===== src/rtl/logic_unit_pkg.sv =====
// Shared definitions for the pipelined logic unit: opcode encodings, flag
// layout and the single-bit operation used by the op core.
package logic_unit_pkg;

  typedef logic [2:0] op_t;

  localparam op_t OP_AND   = 3'b000;
  localparam op_t OP_OR    = 3'b001;
  localparam op_t OP_XOR   = 3'b010;
  localparam op_t OP_NAND  = 3'b011;
  localparam op_t OP_NOR   = 3'b100;
  localparam op_t OP_XNOR  = 3'b101;
  localparam op_t OP_NOTA  = 3'b110;
  localparam op_t OP_PASSB = 3'b111;

  // A buffer entry is {flags, data}: WIDTH + FLAG_W bits.
  localparam int FLAG_W = 3;

  typedef struct packed {
    logic zero;
    logic ones;
    logic parity;
  } flags_t;

  function automatic logic bit_op(input op_t op, input logic a, input logic b);
    logic r;
    r = 1'b0;
    case (op)
      OP_AND:   r = a & b;
      OP_OR:    r = a | b;
      OP_XOR:   r = a ^ b;
      OP_NAND:  r = ~(a & b);
      OP_NOR:   r = ~(a | b);
      OP_XNOR:  r = ~(a ^ b);
      OP_NOTA:  r = ~a;
      default:  r = b;
    endcase
    return r;
  endfunction

endpackage


===== src/rtl/logic_unit_pipe_if.sv =====
// Operand and result handshake bundle for logic_unit_pipe.
interface logic_unit_pipe_if #(
  parameter int WIDTH = 8
);
  import logic_unit_pkg::*;

  logic             in_valid;
  logic             in_ready;
  op_t              op;
  logic             acc;
  logic [WIDTH-1:0] a;
  logic [WIDTH-1:0] b;
  logic             out_valid;
  logic             out_ready;
  logic [WIDTH-1:0] f;
  logic             zero;
  logic             ones;
  logic             parity;

  modport master (
    output in_valid, op, acc, a, b, out_ready,
    input  in_ready, out_valid, f, zero, ones, parity
  );

  modport slave (
    input  in_valid, op, acc, a, b, out_ready,
    output in_ready, out_valid, f, zero, ones, parity
  );

endinterface


===== src/rtl/logic_op_core.sv =====
// Combinational WIDTH-bit operation select plus zero/ones/parity reduction.
module logic_op_core
  import logic_unit_pkg::*;
#(
  parameter int WIDTH = 8
) (
  input  op_t              op,
  input  logic [WIDTH-1:0] a,
  input  logic [WIDTH-1:0] b,
  output logic [WIDTH-1:0] f,
  output flags_t           flags
);

  for (genvar gi = 0; gi < WIDTH; gi++) begin : g_bit
    assign f[gi] = bit_op(op, a[gi], b[gi]);
  end

  assign flags.zero   = ~|f;
  assign flags.ones   = &f;
  assign flags.parity = ^f;

endmodule


===== src/rtl/logic_unit_pipe.sv =====
// Pipelined bitwise logic unit: one-cycle op stage feeding a 2-entry result
// FIFO, with an accumulator that can stand in for operand B.
module logic_unit_pipe
  import logic_unit_pkg::*;
#(
  parameter int WIDTH = 8
) (
  input  logic               clk,
  input  logic               rst_n,
  logic_unit_pipe_if.slave   bus
);

  localparam int ENTRY_W = WIDTH + FLAG_W;

  logic [ENTRY_W-1:0] entry_q [2];
  logic [ENTRY_W-1:0] entry_d [2];
  logic [WIDTH-1:0]   acc_q, acc_d;
  logic [1:0]         count_q, count_d;
  logic               wr_ptr_q, wr_ptr_d;
  logic               rd_ptr_q, rd_ptr_d;
  logic               ready_en_q, ready_en_d;

  logic [WIDTH-1:0]   b_eff;
  logic [WIDTH-1:0]   res;
  flags_t             res_flags;
  logic               push;
  logic               pop;
  logic [ENTRY_W-1:0] head;

  assign b_eff = bus.acc ? acc_q : bus.b;

  logic_op_core #(.WIDTH(WIDTH)) u_core (
    .op    (bus.op),
    .a     (bus.a),
    .b     (b_eff),
    .f     (res),
    .flags (res_flags)
  );

  // ready_en_q keeps the unit closed during reset and for the first edge after release.
  assign bus.in_ready  = ready_en_q & ((count_q != 2'd2) | bus.out_ready);
  assign bus.out_valid = (count_q != 2'd0);
  assign push          = bus.in_valid & bus.in_ready;
  assign pop           = bus.out_valid & bus.out_ready;

  assign head       = bus.out_valid ? entry_q[rd_ptr_q] : '0;
  assign bus.f      = head[WIDTH-1:0];
  assign bus.zero   = head[WIDTH+2];
  assign bus.ones   = head[WIDTH+1];
  assign bus.parity = head[WIDTH];

  always_comb begin
    entry_d    = entry_q;
    acc_d      = acc_q;
    wr_ptr_d   = wr_ptr_q;
    rd_ptr_d   = rd_ptr_q;
    count_d    = count_q;
    ready_en_d = 1'b1;

    // The accumulator tracks acceptance order so back-to-back ACC beats chain.
    if (push) begin
      entry_d[wr_ptr_q] = {res_flags, res};
      acc_d             = res;
      wr_ptr_d          = ~wr_ptr_q;
    end
    if (pop) begin
      rd_ptr_d = ~rd_ptr_q;
    end

    case ({push, pop})
      2'b10:   count_d = count_q + 2'd1;
      2'b01:   count_d = count_q - 2'd1;
      default: count_d = count_q;
    endcase
  end

  always_ff @(posedge clk or negedge rst_n) begin
    if (!rst_n) begin
      entry_q    <= '{default: '0};
      acc_q      <= '0;
      count_q    <= 2'd0;
      wr_ptr_q   <= 1'b0;
      rd_ptr_q   <= 1'b0;
      ready_en_q <= 1'b0;
    end else begin
      entry_q    <= entry_d;
      acc_q      <= acc_d;
      count_q    <= count_d;
      wr_ptr_q   <= wr_ptr_d;
      rd_ptr_q   <= rd_ptr_d;
      ready_en_q <= ready_en_d;
    end
  end

endmodule


===== src/flat_wrapper.sv =====
// flat-port wrapper written by rule: the top's interface ports become plain ports
module logic_unit_pipe_flat import logic_unit_pkg::*;
#(
  parameter int WIDTH = 8
)
  (clk, rst_n, bus_in_valid, bus_op, bus_acc, bus_a, bus_b, bus_out_ready, bus_in_ready, bus_out_valid, bus_f, bus_zero, bus_ones, bus_parity);
  logic_unit_pipe_if #(.WIDTH(WIDTH)) bus_i ();
  input  logic clk;
  input  logic rst_n;
  input wire logic [$bits(bus_i.in_valid)-1:0] bus_in_valid;
  input wire logic [$bits(bus_i.op)-1:0] bus_op;
  input wire logic [$bits(bus_i.acc)-1:0] bus_acc;
  input wire logic [$bits(bus_i.a)-1:0] bus_a;
  input wire logic [$bits(bus_i.b)-1:0] bus_b;
  input wire logic [$bits(bus_i.out_ready)-1:0] bus_out_ready;
  output wire logic [$bits(bus_i.in_ready)-1:0] bus_in_ready;
  output wire logic [$bits(bus_i.out_valid)-1:0] bus_out_valid;
  output wire logic [$bits(bus_i.f)-1:0] bus_f;
  output wire logic [$bits(bus_i.zero)-1:0] bus_zero;
  output wire logic [$bits(bus_i.ones)-1:0] bus_ones;
  output wire logic [$bits(bus_i.parity)-1:0] bus_parity;
  assign bus_i.in_valid = bus_in_valid;
  assign bus_i.op = bus_op;
  assign bus_i.acc = bus_acc;
  assign bus_i.a = bus_a;
  assign bus_i.b = bus_b;
  assign bus_i.out_ready = bus_out_ready;
  assign bus_in_ready = bus_i.in_ready;
  assign bus_out_valid = bus_i.out_valid;
  assign bus_f = bus_i.f;
  assign bus_zero = bus_i.zero;
  assign bus_ones = bus_i.ones;
  assign bus_parity = bus_i.parity;
  logic_unit_pipe #(.WIDTH(WIDTH)) u_core (.clk(clk), .rst_n(rst_n), .bus(bus_i));
endmodule

===== config.mk =====
export PLATFORM = sky130hd
export DESIGN_NAME = logic_unit_pipe_flat
export DESIGN_NICKNAME = d
export VERILOG_FILES = /design/src/rtl/logic_unit_pkg.sv /design/src/rtl/logic_unit_pipe_if.sv /design/src/rtl/logic_op_core.sv /design/src/rtl/logic_unit_pipe.sv /design/src/flat_wrapper.sv
export SDC_FILE = /design/constraint.sdc
export NUM_CORES = 1
export LEC_CHECK = 0
export CORE_AREA = 4 4 140 75
export DETAILED_ROUTE_END_ITERATION = 16
export DIE_AREA = 0 0 144 79
export SLEW_MARGIN = 10
export SYNTH_ARGS = -nofsm -noshare
export SYNTH_HDL_FRONTEND = slang
export SYNTH_HIERARCHICAL = 1
export SYNTH_SLANG_ARGS = --single-unit

===== constraint.sdc =====
create_clock -name clk -period 4.99 [get_ports clk]
set_input_delay 0.998 -clock clk [delete_from_list [all_inputs] [get_ports clk]]
set_output_delay 0.998 -clock clk [all_outputs]
set_load 0.01 [all_outputs]

==> results.sh <==
export IMPL_wl_met1_um=3425
export IMPL_avgSynthCellArea_um2=10.29
export IMPL_pre_cts_ws_ns=0.6267
export IMPL_fin_cells=419
export IMPL_cts_hold_buffers_added=0
export IMPL_numCtsBuffers=5
export IMPL_fill_cells=922
export IMPL_ir_drop_mv=0.2508
export IMPL_ys_seq_elements=35
export IMPL_synth_area_leaders="dfrtp_1 32%, mux2_2 15%, ha_1 10%, mux2i_1 5.5%, inv_1 3.5%"
export IMPL_cts_tree="yes"
export IMPL_globalRouteTotalUtil_pct=11.07
export IMPL_max_freq_ghz=0.2466
export IMPL_io_buffers=36
export IMPL_path_class="input port to flop"
export IMPL_wl_per_cell_um=14.43
export IMPL_cts_repair_resized=0
export IMPL_initial_core_util_pct=29.33
export IMPL_cpPeakStageDelay_ns=0.56
export IMPL_drtAntennaViolNets=0
export IMPL_path_clk_slew_ns=0.06
export IMPL_drv_cap=0
export IMPL_finalNetCount=343
export IMPL_fp_row_count=25
export IMPL_arrival_ns=4.22
export IMPL_path_buf_inv=2
export IMPL_dp_hpwl_um=4745
export IMPL_hold_viol=0
export IMPL_min_period_ns=4.056
export IMPL_yosys_area_top_type="dfrtp_1"
export IMPL_yosysSeqAreaShare_pct=32.36
export IMPL_outcome="completed"
export IMPL_min_from="u_core/count_q[1]"
export IMPL_rsz0062_at_grt="no"
export IMPL_postSynth_asyncResetShare_pct=100.0
export IMPL_die_x_um=144
export IMPL_yosysTopAreaCellShare_pct=32.36
export IMPL_routed_via_count=1990
export IMPL_overflow=0
export IMPL_setup_viol_count_final=0
export IMPL_hold_path_class="flop to flop"
export IMPL_place_inst=411
export IMPL_syn2layout_area_growth_pct=23.07
export IMPL_yosysWarnings=6
export IMPL_critPathLaunchType="input port"
export IMPL_cts_setup_buffers=0
export IMPL_tns_ns=0
export IMPL_grt_pass1_vias=1883
export IMPL_power_density_nw_per_um2=478.5
export IMPL_syn_inst=263
export IMPL_viasPerCell=4.749
export IMPL_synth_area_um2=2706
export IMPL_antenna_found_initial=0
export IMPL_fin_ws_ns=0.9344
export IMPL_regToRegSetupSlack_ns=1.88
export IMPL_grt_max_degree=42
export IMPL_die_area_um2=11380
export IMPL_synth_edff_count=0
export IMPL_coreArea_um2=9228
export IMPL_routabilityCongestion=0.7290
export IMPL_fin_skew_ns=0.004760
export IMPL_crit_chain="clkdlybuf4s50_1 -> buf_4 -> mux2_2 -> ha_1 -> a2111oi_0 -> a311oi_1 -> ha_1 -> xor2_1 -> xnor2_1 -> xnor2_2 -> xnor2_1 -> mux2_4"
export IMPL_crit_start="bus_acc"
export IMPL_r2r_start="u_core/acc_q[5]"
export IMPL_min_period_over_period_pct=81.27
export IMPL_wl_met2_um=2249
export IMPL_drive_above_1_share_pct=21.48
export IMPL_root_buffer="clkbuf_16"
export IMPL_clockBufferDepth=2
export IMPL_cpLargestDelayFamily="compound AO/OA/AOI/OAI gates"
export IMPL_cp_end_kind="flop"
export IMPL_synthFlopType="dfrtp_1"
export IMPL_grt_pass1_wl_um=9729
export IMPL_drtPass1Iterations=4
export IMPL_first_iter_violations=64
export IMPL_h_tree_depth=2
export IMPL_slew_violations=0
export IMPL_worstPathRequired_ns=5.16
export IMPL_crit_fanout=7
export IMPL_clock_latency_ns=0.28
export IMPL_synth_common_cells="35 x dfrtp_1, 35 x mux2_2, 25 x inv_1"
export IMPL_drc_errors=0
export IMPL_boundaryPins=37
export IMPL_worst_pin_slew_ns=1.083
export IMPL_relSlewSlack_pct=27.43
export IMPL_synth_net_count=309
export IMPL_leakagePower_nw=1.477
export IMPL_crit_path_top_delay_cell="a2111oi_0"
export IMPL_routed_wl_um=6047
export IMPL_dr_wl_met3_um=310
export IMPL_routed_top_layer="met4"
export IMPL_yosysUniqueCellTypes=45
export IMPL_die_h_um=79
export IMPL_clock_sinks=35
export IMPL_diodes=0
-- stage by stage --
step | hold WS [ns] | power (mW) | area [um2] | utilization, %
4_1_cts | 0.5065 | 1.616 | 3331 | 36.09
5_1_grt | 0.5168 | 1.715 | 3331 | 36.09
2_1_floorplan | 0.4645 | 0.9918 | 2706 | -
3_5_place_dp | 0.4935 | 1.249 | 3162 | 34.26
3_3_place_gp | 0.4859 | 1.228 | 3162 | 34.26
6_report | 0.5016 | 1.594 | 3331 | 36.09
-- path summary, 6_finish.rpt --
path,to,cells after the start
setup / recovery,u_core/entry_q[8],12
hold / removal,u_core/count_q[1],1
setup reg to reg,u_core/entry_q[8],12
hold reg to reg,u_core/count_q[1],1
max in group asynchronous,u_core/acc_q[5],2
min in group asynchronous,u_core/entry_q[3],2
-- report_power, final --
group          leakage (nW)  internal, mW  switching (mW)  total (mW)
combinational         0.969         0.419           0.324       0.743
clock                0.0838         0.235           0.121       0.357
sequential            0.425         0.404          0.0899       0.494
-- flip-flops by register name (all words and copies together) (netlist names) --
signal / cells
u_core/entry_q: 22
u_core/acc_q: 8
u_core/count_q: 2
u_core/rd_ptr_q: 1
u_core/ready_en_q: 1
u_core/wr_ptr_q: 1
-- cell families (layout without fill, tap and decap cells) --
group	count (synthesis)	after routing	synth area share [%]
buffers and inverters	40	75	7.212
xor gates and xnor gates	9	9	3.190
DFF	35	35	32.36
AOI/OAI and AO/OA	46	46	11.47
muxes	58	58	25.10
other	1	1	0.1386
and+or+nand+nor	52	52	10.36
adders and majority gates	22	22	10.17
-- layer usage --
metal | vias to the layer above | GRT usage, %
met5 | - | 0
met4 | 0 | 2.538
met3 | 7 | 3.189
met2 | 39 | 13.82
met1 | 946 | 17.94
li1 | 998 | -
-- layout make-up --
class                           count  area [um2]  share of cell area, %
Clock inverter                      3       43.79                  1.315
Tap cell                          121       151.4                  4.545
Multi-Input combinational cell    188        1635                  49.10
Sequential cell                    35       875.8                  26.30
Clock buffer                        5       125.1                  3.757
Timing Repair Buffer               42       405.4                  12.17
Inverter                           25       93.84                  2.817
-- placed cells by master (no fill, tap or decap), types with 4 or more instances in the layout --
| master | netlist | final |
|---|---|---|
| a21oi_1 | 9 | 9 |
| mux2_4 | 6 | 6 |
| clkdlybuf4s50_1 | 0 | 36 |
| nor2_1 | 23 | 23 |
| o211ai_1 | 4 | 4 |
| mux2i_1 | 15 | 15 |
| xor2_1 | 4 | 4 |
| clkbuf_16 | 0 | 5 |
| inv_1 | 25 | 25 |
| nor2b_1 | 5 | 5 |
| ha_1 | 22 | 22 |
| buf_4 | 0 | 6 |
| mux2_2 | 35 | 35 |
| xnor2_1 | 4 | 4 |
| o21ai_0 | 11 | 11 |
| dfrtp_1 | 35 | 35 |
| nand2_1 | 6 | 6 |
Note: power is estimated with default switching activity, not from simulation.
